<file path="src/rtl/cpu_trace_buffer.sv">
`default_nettype none
// ============================================================================
// Module   : cpu_trace_buffer
// Brief    : Retirement-trace capture buffer with stop-PC freeze and a
//            show-ahead valid/ready drain port.
// Revision : 1.0 - initial release
// ============================================================================
module cpu_trace_buffer #(
    parameter int XLEN  = 32,
    parameter int DEPTH = 16,
    parameter int MODE  = 0
) (
    input  logic                     clk,
    input  logic                     reset,
    input  logic                     clear,
    input  logic                     trc_valid,
    input  logic [XLEN-1:0]          trc_pc,
    input  logic [XLEN-1:0]          trc_iaddr,
    input  logic [XLEN-1:0]          trc_wdata,
    input  logic                     stop_en,
    input  logic [XLEN-1:0]          stop_pc,
    input  logic                     rd_ready,
    output logic                     rd_valid,
    output logic [XLEN-1:0]          rd_pc,
    output logic [XLEN-1:0]          rd_iaddr,
    output logic [XLEN-1:0]          rd_wdata,
    output logic [$clog2(DEPTH):0]   count,
    output logic                     halted,
    output logic                     overflow
);

    localparam int              C_AW   = $clog2(DEPTH);
    localparam int              C_CW   = C_AW + 1;
    localparam logic [C_CW-1:0] C_FULL = C_CW'(DEPTH);
    localparam bit              C_CIRC = (MODE == 1);

    typedef enum logic [0:0] {
        ST_ARMED  = 1'b0,
        ST_HALTED = 1'b1
    } state_t;

    state_t             r_state;
    logic [C_AW-1:0]    r_wr_ptr;
    logic [C_AW-1:0]    r_rd_ptr;
    logic [C_CW-1:0]    r_count;
    logic               r_overflow;
    logic [3*XLEN-1:0]  r_mem [DEPTH];

    logic               w_full;
    logic               w_pop;
    logic               w_push;
    logic               w_drop;
    logic               w_write;
    logic               w_acc;
    logic               w_adv_rd;
    logic               w_stop_hit;
    logic [3*XLEN-1:0]  w_head;

    assign w_full     = (r_count == C_FULL);
    assign rd_valid   = (r_count != '0);
    assign w_pop      = rd_valid && rd_ready;
    assign w_push     = trc_valid && (r_state == ST_ARMED);
    // A push into a full buffer with no pop is lost (stop-when-full) or
    // replaces the oldest entry (circular); either way it is an overflow.
    assign w_drop     = w_push && w_full && !w_pop;
    assign w_write    = w_push && (!w_full || w_pop || C_CIRC);
    assign w_acc      = w_push && !w_drop;
    assign w_adv_rd   = w_pop || (C_CIRC && w_drop);
    assign w_stop_hit = trc_valid && stop_en && (trc_pc == stop_pc);

    always_ff @(posedge clk or posedge reset) begin
        if (reset) begin
            r_state    <= ST_ARMED;
            r_wr_ptr   <= '0;
            r_rd_ptr   <= '0;
            r_count    <= '0;
            r_overflow <= 1'b0;
        end else if (clear) begin
            r_state    <= ST_ARMED;
            r_wr_ptr   <= '0;
            r_rd_ptr   <= '0;
            r_count    <= '0;
            r_overflow <= 1'b0;
        end else begin
            if (w_write) begin
                r_wr_ptr <= r_wr_ptr + C_AW'(1);
            end
            if (w_adv_rd) begin
                r_rd_ptr <= r_rd_ptr + C_AW'(1);
            end
            r_count <= r_count + C_CW'(w_acc) - C_CW'(w_pop);
            if (w_drop) begin
                r_overflow <= 1'b1;
            end
            case (r_state)
                ST_ARMED:  if (w_stop_hit) r_state <= ST_HALTED;
                default:   r_state <= ST_HALTED;
            endcase
        end
    end

    // Storage carries no reset; validity is tracked by the count alone.
    always_ff @(posedge clk) begin
        if (w_write && !clear) begin
            r_mem[r_wr_ptr] <= {trc_pc, trc_iaddr, trc_wdata};
        end
    end

    assign w_head   = r_mem[r_rd_ptr];
    assign rd_pc    = w_head[3*XLEN-1 -: XLEN];
    assign rd_iaddr = w_head[2*XLEN-1 -: XLEN];
    assign rd_wdata = w_head[XLEN-1:0];
    assign count    = r_count;
    assign halted   = (r_state == ST_HALTED);
    assign overflow = r_overflow;

endmodule
`default_nettype wire

</file>
<file path="config.mk">
export PLATFORM = sky130hd
export DESIGN_NAME = cpu_trace_buffer
export DESIGN_NICKNAME = d
export VERILOG_FILES = /design/src/rtl/cpu_trace_buffer.sv
export SDC_FILE = /design/constraint.sdc
export NUM_CORES = 1
export LEC_CHECK = 0
export CORE_AREA = 4 4 336 338
export CTS_CLUSTER_SIZE = 12
export DETAILED_ROUTE_END_ITERATION = 10
export DIE_AREA = 0 0 340 342
export HOLD_SLACK_MARGIN = 0.12
export PLACE_DENSITY = 0.75
export SYNTH_ARGS = -nofsm -noshare
export SYNTH_HDL_FRONTEND = slang
export SYNTH_SLANG_ARGS = --single-unit
</file>
<file path="constraint.sdc">
create_clock -name clk -period 8.1 [get_ports clk]
set_input_delay 1.215 -clock clk [delete_from_list [all_inputs] [get_ports clk]]
set_output_delay 1.215 -clock clk [all_outputs]
set_load 0.02 [all_outputs]
</file>
==> flow_metrics.tcl, run 1 <==
set metrics [dict create \
    placed_cell_area_um2 63010 \
    synth_top_family_by_area "multiplexers" \
    yosys_warnings 0 \
    cts_root_buf "clkbuf_16" \
    power_density_nw_per_um2 283.0 \
    clockBufferDepth 3 \
    grt_pass1_vias 27826 \
    viasPerCell 6.195 \
    synth-compound-area-share 0.0009759 \
    drc 0 \
    maxCapViolations 0 \
    htreeDepth 4 \
    io_pins 238 \
    hold_path_end "overflow$_DFFE_PP0P_" \
    rr_endpoint "r_mem[9][46]$_DFFE_PP_" \
    worst_pin_slew_ns 1.200 \
    grt_max_degree 181 \
    cp-start-kind "flip-flop" \
    synth_edf_count 1536 \
    wl_per_cell_um 30.92 \
    rsz0062_at_grt "false" \
    worst_hold_path.num_cells 2 \
    area_growth_syn_to_layout_pct 14.33 \
    busiest_layer "met2" \
    synth.distinct_cells 34 \
    grt_util_all_layers 0.2259 \
    rows 122 \
    crit_fanout 92 \
    antenna_found_initial 13 \
    criticalPathCategory "flip-flop to primary output" \
    power_frac_comb 0.190 \
    required_ns 6.88 \
    die_y_um 342 \
    hpwl_um 66000 \
    avgSynthCellArea_um2 25.87 \
    ys_seq_area_frac 0.7884 \
    postCtsHoldBufs 0 \
    synth_mux_area_frac 0.1833 \
    finalInstanceArea_um2 67430 \
    synth_fa_ha_area_frac 0.002673 \
    final_common_cell "edfxtp_1" \
    finalCriticalPeriod_ns 5.610 \
    clk_pin_slew_ns 0.06 \
    synthesis.nets 2426 \
    numCtsBuffers 155 \
    power_mw 19.08 \
    setup_ws_ns 2.490 \
    r2r_cells 8 \
    gr-usage-met3 0.03970 \
    drt-initial-drc-count 2872 \
    nNetsFinal 2749 \
    hp-start "overflow$_DFFE_PP0P_" \
    synth-simple-area-share 0.005601 \
    synth_flop_cell "edfxtp_1" \
    regArea_um2 46510 \
    setup_viol 0 \
    initial_core_util 0.5359 \
    final_layout_size_suffix_gt1_frac 0.2667 \
    p_int_mw 14.42 \
    hold_violations 0 \
    syn-instance-count 2280 \
    ctsResizeCount 0 \
    end_kind "primary output" \
    setup-tns-final_ns 0 \
    power_frac_clock 0.336 \
    fill_cells 7211 \
    vias 25881 \
    power_switching_mw 4.663 \
    place.gp.congestion 0.7386 \
    synth_xor_area_frac 0.006089 \
    max-vdd-ir-drop_mv 0.2341 \
    fp.dieW_um 340 \
    routed_wl_um 129200 \
    slew_viol_final 0 \
    port_buffers 237 \
    cp.arrival_ns 4.40 \
    async_flop_share 0.009671 \
    met1_usage 0.3100 \
    grt_remaining_overflow 0 \
    dp_worst_setup_slack_ns 2.872 \
    core_um2 110100 \
    multiInputGateArea_um2 11780 \
    grt_first_pass_wirelength_um 190800 \
    max_freq_mhz 178.3 \
    period_share 0.6926 \
    maxSlewHeadroom 0.1999 \
    fin_skew_ns 0.02225 \
    tritoncts "yes" \
    p_sw_frac 0.2443 \
    clock_latency_ns 0.74 \
    status "completed" \
    final_cell_mix "1536 x edfxtp_1, 480 x mux4_2, 237 x clkdlybuf4s50_1" \
    reg2reg_slack_ns 4.04 \
    p_seq_frac 0.473 \
    cts_sinks 1551 \
    final_antenna_net_count 0 \
    holdCritPathClass "flip-flop to flip-flop" \
    cellLeakagePower_nw 20.25 \
    crit_path_start "r_rd_ptr[0]$_DFFE_PP0P_" \
    dieArea_um2 116300 \
    rr_startpoint "count[2]$_DFF_PP0_" \
    gr-usage-met2 0.3846 \
    fin_util 0.6127 \
    cts_setup_buffers 0 \
    netlist_area_um2 58980 \
    drt_pass1_iterations 5 \
    yosys_register_bits 1551 \
]
## critical path, stage by stage, from the launching register on
cell	delay, ns
dfrtp_4	1.05
buf_12	0.66
mux4_2	0.62
mux4_2	0.58
clkdlybuf4s50_1	0.60
## final cells by class
type	count	share of cell area
Clock inverter	38	0.004769
Clock buffer	197	0.06049
Inverter	14	0.0007793
Timing Repair Buffer	276	0.04156
Multi-Input combinational cell	605	0.1747
Sequential cell	1551	0.6898
Antenna cell	9	0.0003340
Tap cell	1488	0.02761
## power by group through the flow
stage                     registers [mW]  logic [mW]  clock network (mW)
after floorplan                     9.15        2.66                   0
after global placement              9.20        3.62                   0
after detailed placement            9.21        3.68                   0
after CTS                           9.04        3.72                6.52
after global routing                9.05        3.87                6.89
final                               9.04        3.64                6.41
## kinds of logic (layout without fill, tap and decap cells)
family	count (synthesis)	after routing
xor+xnor	41	41
fa+ha+maj	12	12
other cells	0	9
buf+inv	124	525
compound gates	10	10
simple gates	62	62
mux	480	480
flops	1551	1551
## metrics by stage
step                      hold slack (ns)  instances
after global routing               0.5725       4170
final                              0.5221       4178
after global placement             0.5022       3934
after floorplan                    0.5792       2280
after CTS                          0.5109       4169
after detailed placement           0.4918       3934
## routing by layer
metal,wire length (um),part of all wire
met1,50260,0.39
met4,2794,0.022
met5,80,0.00062
met2,66780,0.52
met3,9280,0.072
## sequential cells by signal (all words and copies together), names as in the netlist
register	cells
r_wr_ptr	4
overflow	1
r_mem	1536
r_rd_ptr	4
halted	1
count	5
## cell usage after synthesis, types with 2 or more instances
| master | count | area (um2) |
|---|---|---|
| xor2_1 | 14 | 122.6 |
| and2_1 | 9 | 56.30 |
| mux4_2 | 480 | 10810 |
| a21oi_1 | 5 | 25.02 |
| nor4_1 | 3 | 18.77 |
| inv_1 | 13 | 48.80 |
| nand3_1 | 2 | 10.01 |
| buf_6 | 38 | 427.9 |
| dfrtp_1 | 15 | 375.4 |
| buf_2 | 10 | 50.05 |
| nand2_1 | 6 | 22.52 |
| edfxtp_1 | 1536 | 46120 |
| and3_1 | 3 | 18.77 |
| xnor2_1 | 27 | 236.5 |
| clkbuf_1 | 54 | 202.7 |
| nor2_1 | 18 | 67.56 |
| ha_1 | 11 | 137.6 |
| nor2b_1 | 2 | 12.51 |
| buf_1 | 8 | 30.03 |
| nor3_1 | 5 | 25.02 |
| nand4_1 | 8 | 50.05 |
## worst max-delay path by stage
stage / end / cells past startpoint / slack (ns)
3_5_place_dp: r_mem[9][61]$_DFFE_PP_ / 7 / 2.87
4_1_cts: rd_pc[26] / 4 / 2.38
5_1_grt: rd_wdata[30] / 4 / 2.23
3_3_place_gp: r_mem[9][61]$_DFFE_PP_ / 7 / 2.90
6_report: rd_pc[26] / 4 / 2.49
2_1_floorplan: r_mem[6][0]$_DFFE_PP_ / 4 / -1.08
No activity file was read; power rests on OpenSTA's default activity.
==> run 2: changes to the inputs <==
clock period = 4.7 ns   (was 8.1 ns; I/O delays follow)
==> flow_metrics.tcl, run 2 (synthesis gave the netlist of run 1 again) <==
set metrics [dict create \
    status "completed" \
    rows 122 \
    maxCapViolations 0 \
    slowest_stage "dfrtp_4" \
    drt-initial-drc-count 2614 \
    final_common_cell "edfxtp_1" \
    crit_path_start "r_rd_ptr[0]$_DFFE_PP0P_" \
    grt_util_all_layers 0.2340 \
    routed_wl_um 133800 \
    grt_pass1_vias 28371 \
    cp_num_buf_inv 3 \
    r2r_cells 15 \
    regArea_um2 46510 \
    tritoncts "yes" \
    grt_max_degree 76 \
    io_pins 238 \
    cp-start-kind "flip-flop" \
    area_growth_syn_to_layout_pct 16.13 \
    largest_reg_flops 1536 \
    rr_startpoint "count[2]$_DFF_PP0_" \
    antenna_found_initial 12 \
    hold_violations 0 \
    vias 26594 \
    rsz0062_at_grt "false" \
    wl_per_cell_um 31.57 \
    hpwl_um 70750 \
    cellLeakagePower_nw 20.70 \
    end_kind "primary output" \
    fin_util 0.6223 \
    fp.dieW_um 340 \
    max_freq_mhz 224.1 \
    final_layout_size_suffix_gt1_frac 0.2812 \
    multiInputGateArea_um2 11790 \
    setup_viol 0 \
    viasPerCell 6.277 \
    slowest_delay_ns 0.69 \
    drt_pass1_iterations 5 \
    final_antenna_net_count 0 \
    fin_skew_ns 0.02876 \
    htreeDepth 4 \
    numCtsBuffers 156 \
    postCtsHoldBufs 0 \
    required_ns 3.99 \
    cp.arrival_ns 3.76 \
    core_um2 110100 \
    clk_pin_slew_ns 0.06 \
    regMostFlops "r_mem" \
    cts_root_buf "clkbuf_16" \
    power_density_nw_per_um2 486.8 \
    reg2reg_slack_ns 1.37 \
    rr_endpoint "count[4]$_DFF_PP0_" \
    max-vdd-ir-drop_mv 0.4141 \
    crit_top_cell "mux4_2" \
    cts_sinks 1551 \
    cp_cell_sequence "buf_12, buf_4, mux4_2, mux4_2, clkdlybuf4s50_1" \
    clock_latency_ns 0.76 \
    ctsResizeCount 0 \
    grt_first_pass_wirelength_um 196100 \
    period_share 0.9495 \
    clockBufferDepth 3 \
    critical_path_cell_count 5 \
    grt_remaining_overflow 0 \
    initial_core_util 0.5359 \
    worst_pin_slew_ns 0.9834 \
    maxSlewHeadroom 0.3444 \
    setup-tns-final_ns 0 \
    nNetsFinal 2799 \
    cts_setup_buffers 0 \
    finalCriticalPeriod_ns 4.463 \
    die_y_um 342 \
    crit_end "rd_wdata[12]" \
    drc 0 \
    slew_viol_final 0 \
    holdCritPathClass "input port to async pin" \
    final_cell_mix "1536 x edfxtp_1, 480 x mux4_2, 237 x clkdlybuf4s50_1" \
    dieArea_um2 116300 \
    place.gp.congestion 0.7926 \
    crit_fanout 19 \
    fill_cells 7111 \
    criticalPathCategory "flip-flop to primary output" \
    port_buffers 237 \
    critPathTopFamily "buffers and inverters" \
]
-- run 2: stage by stage --
step                      std cells  setup slack, ns  instance area (um2)  hold slack (ns)  power [mW]
after floorplan                2280           -1.323                58990           0.5792       20.34
after global placement         3983           0.6072                63950           0.5672       22.32
after detailed placement       3983           0.6924                63950           0.5550       22.43
after CTS                      4230           0.1589                68480           0.3189       33.68
after global routing           4232          0.09028                68480           0.3800       34.58
final                          4237           0.2372                68490           0.3452       33.34
-- run 2: per-layer routing --
metal,vias up,wire length [um],share of wire,global-route usage
met4,8,3581,0.027,0.07022
met2,1411,69390,0.52,0.3942
met3,233,10930,0.082,0.04585
met5,-,48,0.00036,0
li1,10681,-,-,-
met1,14261,49840,0.37,0.3156
-- run 2: how the worst min path moves through the flow --
stage                                 start                      end  slack [ns]  cells after the start
floorplan           r_wr_ptr[0]$_DFFE_PP0P_  r_wr_ptr[0]$_DFFE_PP0P_        0.58                      2
global placement       overflow$_DFFE_PP0P_     overflow$_DFFE_PP0P_        0.57                      2
detailed placement     overflow$_DFFE_PP0P_     overflow$_DFFE_PP0P_        0.56                      2
CTS                                   reset         halted$_DFF_PP0_        0.32                      2
global route                          reset         halted$_DFF_PP0_        0.38                      2
finish                                reset         halted$_DFF_PP0_        0.35                      2
-- run 2: power breakdown --
part,switching [mW],internal [mW]
sequential,0.125,15.4
combinational,3.07,3.49
clock,4.91,6.35
-- run 2: final cells by class --
cell class / instances / area share
diodes: 7 / 0.0002557
clock buffers: 209 / 0.06083
flip-flops and latches: 1551 / 0.6791
clock inverters: 38 / 0.005206
multi-input cells: 605 / 0.1721
inverters: 14 / 0.0007672
repair buffers: 325 / 0.05451
well taps: 1488 / 0.02718
